$ cat config.mk
export PLATFORM = sky130hd
export DESIGN_NAME = hs32_div_issue_ctl
export DESIGN_NICKNAME = d
export VERILOG_FILES = /design/src/rtl/hs32_div_pkg.sv /design/src/rtl/hs32_steal_pipe.sv /design/src/rtl/hs32_div_issue_ctl.sv
export SDC_FILE = /design/constraint.sdc
export NUM_CORES = 1
export LEC_CHECK = 0
export CAP_MARGIN = 10
export CELL_PAD_IN_SITES_DETAIL_PLACEMENT = 0
export CELL_PAD_IN_SITES_GLOBAL_PLACEMENT = 2
export CORE_MARGIN = 4
export CORE_UTILIZATION = 25
export DETAILED_ROUTE_END_ITERATION = 7
export PLACE_DENSITY_LB_ADDON = 0.1
export SYNTH_ARGS = -nofsm -noshare
export SYNTH_HDL_FRONTEND = slang
export SYNTH_SLANG_ARGS = --single-unit
$ cat constraint.sdc
create_clock -name CCLK -period 4.7 [get_ports CCLK]
set_clock_uncertainty 0.1 [all_clocks]
set_input_delay 0.94 -clock CCLK [delete_from_list [all_inputs] [get_ports CCLK]]
set_output_delay 0.94 -clock CCLK [all_outputs]
set_load 0.1 [all_outputs]
$ cat src/rtl/hs32_div_pkg.sv
// Shared types and constants for the HS32 divider issue/response front end.
package hs32_div_pkg;

  // Sequencing of one divide: accept, pulse issue, let the divider sample
  // operands, wait for both steals, then hand the result back.
  typedef enum logic [2:0] {
    IDLE,
    ISSUE,
    HOLD,
    WAIT,
    RESP
  } div_state_e;

  // Number of cycles the operands must sit still after the issue pulse
  // while the divider performs its d1/d2 operand sampling.
  localparam int HOLD_CYCLES = 2;

  // Steal-to-result-bus distance of the divider (_6 -> _8).
  localparam int STEAL_LAT_DEFAULT = 2;

  // Everything captured from a request and presented to the divider.
  typedef struct packed {
    logic        div8divh;
    logic        signedOp;
    logic        dualRes;
    logic [3:0]  resEnable;
    logic [63:0] dividendHi;
    logic [63:0] dividendLo;
    logic [63:0] divisor;
  } div_req_t;

endpackage

$ cat src/rtl/hs32_steal_pipe.sv
// Delays a divider steal strobe so that it lines up with its data on the
// result bus.
module hs32_steal_pipe #(
  parameter int STEAL_LAT = 2
) (
  input  logic clk_i,
  input  logic rst_i,
  input  logic steal_i,
  output logic cap_o
);

  logic [STEAL_LAT-1:0] pipe_q;

  // Shift every cycle regardless of controller state; the consumer decides
  // whether a capture strobe is meaningful.
  always_ff @(posedge clk_i) begin
    if (rst_i) begin
      pipe_q <= '0;
    end else begin
      pipe_q <= (pipe_q << 1) | STEAL_LAT'(steal_i);
    end
  end

  assign cap_o = pipe_q[STEAL_LAT-1];

endmodule

$ cat src/rtl/hs32_div_issue_ctl.sv
// Request/response front end wrapped around hs32_div_top: issues one divide,
// follows the steal strobes to pick quotient/remainder off the result bus and
// returns them over a valid/ready response channel.
module hs32_div_issue_ctl
  import hs32_div_pkg::*;
#(
  parameter int TIMEOUT_CYCLES = 255,
  parameter int STEAL_LAT      = STEAL_LAT_DEFAULT
) (
  input  logic        CCLK,
  input  logic        SSE,
  input  logic        req_valid,
  output logic        req_ready,
  input  logic        req_div8divh,
  input  logic        req_signed,
  input  logic        req_dualres,
  input  logic [3:0]  req_resen,
  input  logic [63:0] req_dividend_hi,
  input  logic [63:0] req_dividend_lo,
  input  logic [63:0] req_divisor,
  output logic        al_is_DivIssue1_8,
  output logic        al_is_Div8Divh1_8,
  output logic        al_is_SignedMulDiv1_8,
  output logic        al_is_DualResMulDiv1_8,
  output logic [3:0]  al_is_ResEnable1_8,
  output logic [63:0] Dividend_hi,
  output logic [63:0] Dividend_lo,
  output logic [63:0] Divisor,
  input  logic        AttemptDivSteal2_6,
  input  logic        AttemptDivSteal1_6,
  input  logic        DivError_8,
  input  logic [63:0] DivResBus_8,
  output logic        rsp_valid,
  input  logic        rsp_ready,
  output logic [63:0] rsp_quotient,
  output logic [63:0] rsp_remainder,
  output logic        rsp_error,
  output logic        rsp_timeout
);

  localparam logic [7:0] TIMEOUT_MAX = 8'(TIMEOUT_CYCLES);
  localparam logic [1:0] HOLD_LAST   = 2'(HOLD_CYCLES - 1);

  div_state_e  state_q;
  div_req_t    op_q;
  logic        reqReady_q;
  logic        issue_q;
  logic [1:0]  holdCnt_q;
  logic [7:0]  waitCnt_q;
  logic [7:0]  waitCnt_d;
  logic        gotQuot_q;
  logic        gotRem_q;
  logic        rspValid_q;
  logic [63:0] rspQuot_q;
  logic [63:0] rspRem_q;
  logic        rspError_q;
  logic        rspTimeout_q;

  logic cap2;
  logic cap1;
  logic gotQuotNow;
  logic gotRemNow;
  logic opDone;

  hs32_steal_pipe #(.STEAL_LAT(STEAL_LAT)) u_pipe_quot (
    .clk_i   (CCLK),
    .rst_i   (SSE),
    .steal_i (AttemptDivSteal2_6),
    .cap_o   (cap2)
  );

  hs32_steal_pipe #(.STEAL_LAT(STEAL_LAT)) u_pipe_rem (
    .clk_i   (CCLK),
    .rst_i   (SSE),
    .steal_i (AttemptDivSteal1_6),
    .cap_o   (cap1)
  );

  // A capture arriving this cycle counts toward completion immediately, so a
  // single-result op or a same-cycle quotient/remainder pair leaves WAIT now.
  assign gotQuotNow = gotQuot_q | cap2;
  assign gotRemNow  = gotRem_q | cap1;
  assign opDone     = op_q.dualRes ? (gotQuotNow & gotRemNow) : gotQuotNow;
  assign waitCnt_d  = (waitCnt_q == TIMEOUT_MAX) ? waitCnt_q : waitCnt_q + 8'd1;

  // Whole controller: state sequencing plus every registered output.
  always_ff @(posedge CCLK) begin
    if (SSE) begin
      state_q      <= IDLE;
      op_q         <= '0;
      reqReady_q   <= 1'b0;
      issue_q      <= 1'b0;
      holdCnt_q    <= '0;
      waitCnt_q    <= '0;
      gotQuot_q    <= 1'b0;
      gotRem_q     <= 1'b0;
      rspValid_q   <= 1'b0;
      rspQuot_q    <= '0;
      rspRem_q     <= '0;
      rspError_q   <= 1'b0;
      rspTimeout_q <= 1'b0;
    end else begin
      case (state_q)
        IDLE: begin
          reqReady_q <= 1'b1;
          if (req_valid && reqReady_q) begin
            op_q.div8divh   <= req_div8divh;
            op_q.signedOp   <= req_signed;
            op_q.dualRes    <= req_dualres;
            op_q.resEnable  <= req_resen;
            op_q.dividendHi <= req_dividend_hi;
            op_q.dividendLo <= req_dividend_lo;
            op_q.divisor    <= req_divisor;
            reqReady_q      <= 1'b0;
            issue_q         <= 1'b1;
            state_q         <= ISSUE;
          end
        end
        ISSUE: begin
          issue_q   <= 1'b0;
          holdCnt_q <= '0;
          state_q   <= HOLD;
        end
        HOLD: begin
          if (holdCnt_q == HOLD_LAST) begin
            waitCnt_q <= '0;
            state_q   <= WAIT;
          end else begin
            holdCnt_q <= holdCnt_q + 2'd1;
          end
        end
        WAIT: begin
          if (DivError_8) begin
            rspQuot_q  <= '0;
            rspRem_q   <= '0;
            rspError_q <= 1'b1;
            rspValid_q <= 1'b1;
            op_q       <= '0;
            state_q    <= RESP;
          end else begin
            if (cap2) begin
              rspQuot_q <= DivResBus_8;
              gotQuot_q <= 1'b1;
            end
            if (cap1) begin
              rspRem_q <= DivResBus_8;
              gotRem_q <= 1'b1;
            end
            waitCnt_q <= waitCnt_d;
            if (opDone) begin
              rspValid_q <= 1'b1;
              op_q       <= '0;
              state_q    <= RESP;
            end else if (waitCnt_d == TIMEOUT_MAX) begin
              rspValid_q   <= 1'b1;
              rspError_q   <= 1'b1;
              rspTimeout_q <= 1'b1;
              op_q         <= '0;
              state_q      <= RESP;
            end
          end
        end
        RESP: begin
          if (rsp_ready) begin
            rspValid_q   <= 1'b0;
            rspQuot_q    <= '0;
            rspRem_q     <= '0;
            rspError_q   <= 1'b0;
            rspTimeout_q <= 1'b0;
            gotQuot_q    <= 1'b0;
            gotRem_q     <= 1'b0;
            reqReady_q   <= 1'b1;
            state_q      <= IDLE;
          end
        end
        default: begin
          state_q <= IDLE;
        end
      endcase
    end
  end

  assign req_ready              = reqReady_q;
  assign al_is_DivIssue1_8      = issue_q;
  assign al_is_Div8Divh1_8      = op_q.div8divh;
  assign al_is_SignedMulDiv1_8  = op_q.signedOp;
  assign al_is_DualResMulDiv1_8 = op_q.dualRes;
  assign al_is_ResEnable1_8     = op_q.resEnable;
  assign Dividend_hi            = op_q.dividendHi;
  assign Dividend_lo            = op_q.dividendLo;
  assign Divisor                = op_q.divisor;
  assign rsp_valid              = rspValid_q;
  assign rsp_quotient           = rspQuot_q;
  assign rsp_remainder          = rspRem_q;
  assign rsp_error              = rspError_q;
  assign rsp_timeout            = rspTimeout_q;

endmodule
# After elaboration in Yosys (flattened, before gate mapping)
# Cells that the tools add are included.
op_classes:
  n_addsub: 2
  eq_ne: 21
  muxes: 47
  bitwise_logic: 5
  reduce_logical: 21
op_table:
  columns: ["cell", "count"]
  rows:
  - ["199-bit two-way mux", 4]
  - ["199-bit one-hot mux with 2 select lines", 1]
  - ["64-bit two-way mux", 5]
  - ["64-bit one-hot mux with 2 select lines", 2]
  - ["8-bit two-way mux", 3]
  - ["3-bit two-way mux", 6]
  - ["8-bit == test, second input constant", 2]
  - ["8-bit one-hot mux with 2 select lines", 1]
  - ["4-bit AND reduction", 4]
  - ["1-bit two-way mux", 15]
  - ["3-bit one-hot mux with 5 select lines", 1]
  - ["3-bit AND reduction", 5]
  - ["2-bit != test, second input constant", 7]
  - ["1-bit one-hot mux with 2 select lines", 7]
  - ["2-bit nonzero test", 6]
  - ["8-bit by 1-bit adder with 8-bit output, second input constant", 1]
  - ["3-bit by 2-bit == test with 1-bit output, second input constant", 2]
  - ["3-bit by 2-bit != test with 1-bit output, second input constant", 2]
  - ["3-bit != test, second input constant", 2]
  - ["2-bit AND reduction", 3]
  - ["5-bit AND reduction", 1]
  - ["2-bit by 1-bit != test with 1-bit output, second input constant", 2]
  - ["4-bit != test, second input constant", 1]
  - ["2-bit by 1-bit bitwise OR with 2-bit output", 2]
  - ["other kinds (10)", 11]
totals:
  regBits: 351
  in_bits: 270
  out_inout_bits: 332

# Depth between registers and ports, before layout
depth:
  word_depth: 7
  mapped_depth: 8
  depth_no_buf: 7

# Modules after synthesis
# Synthesis repeated with hierarchy kept, for this count alone.
unflattened:
  hier_cells: 1637
  area_unflattened_um2: 14679.1
modules_own_cells:
  columns: ["mod", "n_inst", "cells_per_inst", "area_per_inst_um2", "seq_area_each_um2"]
  rows:
  - ["hs32_div_issue_ctl", 1, 1629, 14574.0, 6946.7]
  - ["hs32_steal_pipe", 2, 4, 52.6, 40.0]

# Worst setup path after synthesis
# OpenSTA, ideal clock, no wires.
synth_path:
  path_type: "register to register"
  start: "register op_q, in the netlist al_is_DualResMulDiv1_8"
  end: "register rspValid_q (netlist: rsp_valid)"
  arrival_time_ps: 2282
  required_time_ps: 4484
  slack_ps: 2201
  stages_incl_launch_ff: 7
  path_buffers: 2
  synth_period_minus_slack_ps: 2499
  path_cell_list: "dfxtp_1 -> inv_1 -> o32a_1 -> a311o_2 -> buf_6 -> buf_6 -> o21a_1"
synth_between:
  elab_chain_len: 4
synth_rtl:
  columns: ["item", "line_no", "source"]
  rows:
  - ["start, declared", "hs32_div_issue_ctl.sv:45", "div_req_t op_q;"]
  - ["1-bit two-way mux (*)", "hs32_div_issue_ctl.sv:83", "assign opDone = op_q.dualRes ? (gotQuotNow & gotRemNow) : gotQuotNow;"]
  - ["1-bit two-way mux", "hs32_div_issue_ctl.sv:150", "if (opDone) begin"]
  - ["1-bit two-way mux", "hs32_div_issue_ctl.sv:133", "if (DivError_8) begin"]
  - ["1-bit one-hot mux with 2 select lines", "hs32_div_issue_ctl.sv:103", "case (state_q)"]
  - ["end signal, assigned", "hs32_div_issue_ctl.sv:137", "rspValid_q <= 1'b1;"]
  - ["end signal, assigned", "hs32_div_issue_ctl.sv:151", "rspValid_q <= 1'b1;"]
  - ["end signal, assigned", "hs32_div_issue_ctl.sv:155", "rspValid_q <= 1'b1;"]
  - ["end, declared", "hs32_div_issue_ctl.sv:53", "logic rspValid_q;"]
# Every way passes the cells marked *; elsewhere a longest branch is shown, timed or not.
# A chain may end at the register's enable or synchronous reset.

# Final worst setup path
layout_path:
  start: "register reqReady_q (netlist: req_ready)"
  end: "output port req_ready"
layout_rtl:
  columns: ["item", "line_no", "source"]
  rows:
  - ["start, declared", "hs32_div_issue_ctl.sv:46", "logic reqReady_q;"]
  - ["start signal, assigned", "hs32_div_issue_ctl.sv:91", "reqReady_q <= 1'b0;"]
  - ["start signal, assigned", "hs32_div_issue_ctl.sv:105", "reqReady_q <= 1'b1;"]
  - ["start signal, assigned", "hs32_div_issue_ctl.sv:114", "reqReady_q <= 1'b0;"]
  - ["end, declared", "hs32_div_issue_ctl.sv:13", "output logic req_ready,"]
# No word-level cell between the ends.

==> results.md <==
- Vias: 14300
- Area share of and/or/nand/nor cells after synthesis: 15.7%
- Pins Over Slew Limit: 0
- Layout fillers: 5445
- Area of the mapped netlist: 13800 sq um
- Worst rel slew slack: 22.3%
- Wire length per cell: 21.3 um
- CTS tree: done
- Hold buffers post-CTS: 0
- Adder-cell share of the synthesized area: 0.253%
- Yosys warns: 0
- #FFs+latches synth: 351
- CP max-delay cell: clkdlybuf4s50_1
- Worst R2R Path Depth: 7
- # IOs: 602
- Core area: 54200 sq um
- Max Cap Violations: 0
- Post-Synth XOR/XNOR Area: 0.0633%
- Clock Pin Slew Worst Setup and Hold Paths: 60 ps
- Hold slack: 340 ps
- Crit Path Class: register to output pin
- Synth async-reset ratio: 0%
- H-tree level count: 2
- Worst-Margin Slew: 1160 ps
- Achievable Freq: 0.304 GHz
- Global Route Usage Sum: 19.3%
- Final worst-path cycle share: 69.9%
- Post-synth cell types: 47
- Clock tree sinks: 351
- Clock Tree Root: clkbuf_16
- Ratio of cells with drive above 1 in the final layout: 4.60%
- IO buf count: 601
- Setup violations, final: 0
- WP data required: 3660 ps
- Vias per cell: 5.00
- Status: finished clean
- Cell Rows: 85
- Most common cell after layout, fill and taps aside: clkdlybuf4s50_1
- CP top delay family: buffers and inverters
- Area delta synth->final: 56.5%
- Mapped Cells: 1628
- Starting density of the core: 25.5%
- Grt total ovfl: 0
- Hold Crit Class: register to register
- Worst path max stage delay: 1280 ps
- Routed Antenna Nets: 0
- Global-route wire length before repair: 89.8 mm
- Most frequent cells in the layout: clkdlybuf4s50_1, dfxtp_1, nand2_1
- Die Wd: 243 um
- Final hold vios: 0
- Main combinational cell family by area after synthesis: compound AO/OA/AOI/OAI gates
- CTS Buf Count: 44
- Syn_nets: 1900
- Reg2reg start: waitCnt_q[0]
- Critical Path Stages: 1
- Gpl congestion: 0.789
- CP Launch Type: register
- CTS Buffer Depth: 3
- Register area share after synthesis: 50.8%
- PwrDens: 433 nW/um^2
- Multiplexer share of the synthesized area: 0.0814%
- Min cycle time layout: 3290 ps
- Slack of the worst reg-to-reg path: 1780 ps
- Worst-path maximum fanout: 5
- Synth Area in Compound Gates: 27.1%
- # Post-CTS Setup Buffers: 0
- Final WL: 60.9 mm
- Clk Latency, worst-skew pair: 570 ps
- Worst Setup EP: req_ready
- EDFF count, synth: 0
- Initial antenna violation count: 17
- Die H: 243 um
- Die area: 59100 sq um
- Fin nets: 2394
- Worst r2r dst: al_is_ResEnable1_8[1]
- Leak Pwr: 6.74 nW
- WP data arrival: 2250 ps
- # DRC: 0
- Worst setup path start: req_ready
- Unrepaired setup endpoints after global routing: no
- Initial DRT Pass Iterations: 7
- Primary FF master, synth: dfxtp_1
- Number of global-route vias before repair: 13600
- Post-Syn Area per Cell: 8.49 sq um
- Largest net degree at the start of global routing: 139
- DPL Wire Length: 41.0 mm
- Setup crit end kind: output pin
- Max rail drop VDD: 0.260 mV
- Post_cts resized: 0
- CP cell instances: clkdlybuf4s50_1
- 1st-iter DRT viols: 964
- Crit path buf inv count: 1
- Setup_tns: 0 ps
[power breakdown]
group | switching, mW | internal, mW | total [mW]
Combinational | 2.04 | 0.692 | 2.73
Clock | 1.33 | 1.97 | 3.31
Sequential | 0.161 | 3.18 | 3.34
[cells by family after synthesis]
logic type / after synthesis
buffers and inverters: 177
xor gates and xnor gates: 1
AOI/OAI and AO/OA: 580
muxes: 1
adders and majority gates: 3
and+or+nand+nor: 515
DFF: 351
[through the flow]
stage / cell area, sq um / worst slack, ps / util (%) / instances / power (mW)
CTS: 21600 / 1370 / 39.8 / 2850 / 9.54
detailed placement: 20200 / 1310 / 37.3 / 2772 / 6.15
floorplan: 13800 / 2200 / - / 1628 / 5.28
global placement: 20200 / 1380 / 37.3 / 2772 / 6.14
finish: 21600 / 1410 / 39.9 / 2860 / 9.38
global route: 21600 / 1350 / 39.9 / 2854 / 9.75
[final cells by class]
cell class | count | area [sq um] | share of cell area, %
antenna | 10 | 25.0 | 0.116
timing repair buffer | 620 | 6240 | 28.9
clock buffer | 69 | 1320 | 6.08
multi-input combinational | 1100 | 6040 | 27.9
tap | 696 | 871 | 4.03
clock inverter | 9 | 81.3 | 0.376
sequential | 351 | 7030 | 32.5
inverter | 5 | 26.3 | 0.121
[metal layers]
layer	part of all wire, %	global-route usage, %	wire length, um
met2	48	31.6	29000
met4	2.7	6.40	1650
met1	40	23.3	24700
met5	0.14	0	83
met3	9.1	7.66	5520
[synthesized netlist by cell type, drive strengths merged (2+ instances only)]
cell type | instances | area (sq um)
a211oi | 5 | 42.5
a21oi | 141 | 706
a22oi | 2 | 15.0
a2bb2oi | 2 | 17.5
a31oi | 4 | 25.0
a32oi | 200 | 1750
buf | 26 | 252
clkbuf | 146 | 548
dfxtp | 351 | 7030
ha | 2 | 25.0
inv | 5 | 18.8
nand2 | 340 | 1280
nand2b | 5 | 31.3
nand3 | 134 | 676
nand3b | 2 | 15.0
nand4 | 3 | 18.8
nor2 | 14 | 52.6
nor2b | 5 | 31.3
nor3 | 6 | 30.0
o21a | 4 | 30.0
o21ai | 208 | 1040
o31ai | 2 | 15.0
or2 | 2 | 12.5
[worst min-delay path by stage]
stage,from,endpoint,slack [ps],cells past startpoint
2_1_floorplan,u_pipe_quot.pipe_q[0],u_pipe_quot.pipe_q[1],310,1
3_3_place_gp,u_pipe_quot.pipe_q[0],u_pipe_quot.pipe_q[1],330,1
3_5_place_dp,u_pipe_rem.pipe_q[0],u_pipe_rem.pipe_q[1],340,1
4_1_cts,u_pipe_rem.pipe_q[0],u_pipe_rem.pipe_q[1],350,1
5_1_grt,rsp_quotient[47],rsp_quotient[47],360,2
6_report,u_pipe_quot.pipe_q[0],u_pipe_quot.pipe_q[1],340,1
[state kept, by name, summed over array words and instances (netlist names), 2 cells and up]
signal / cells
Dividend_hi: 64
u_pipe_quot.pipe_q: 2
holdCnt_q: 2
Divisor: 64
rsp_remainder: 64
Dividend_lo: 64
al_is_ResEnable1_8: 4
rsp_quotient: 64
u_pipe_rem.pipe_q: 2
state_q: 3
waitCnt_q: 8
No activity file was read; power rests on OpenSTA's default activity.
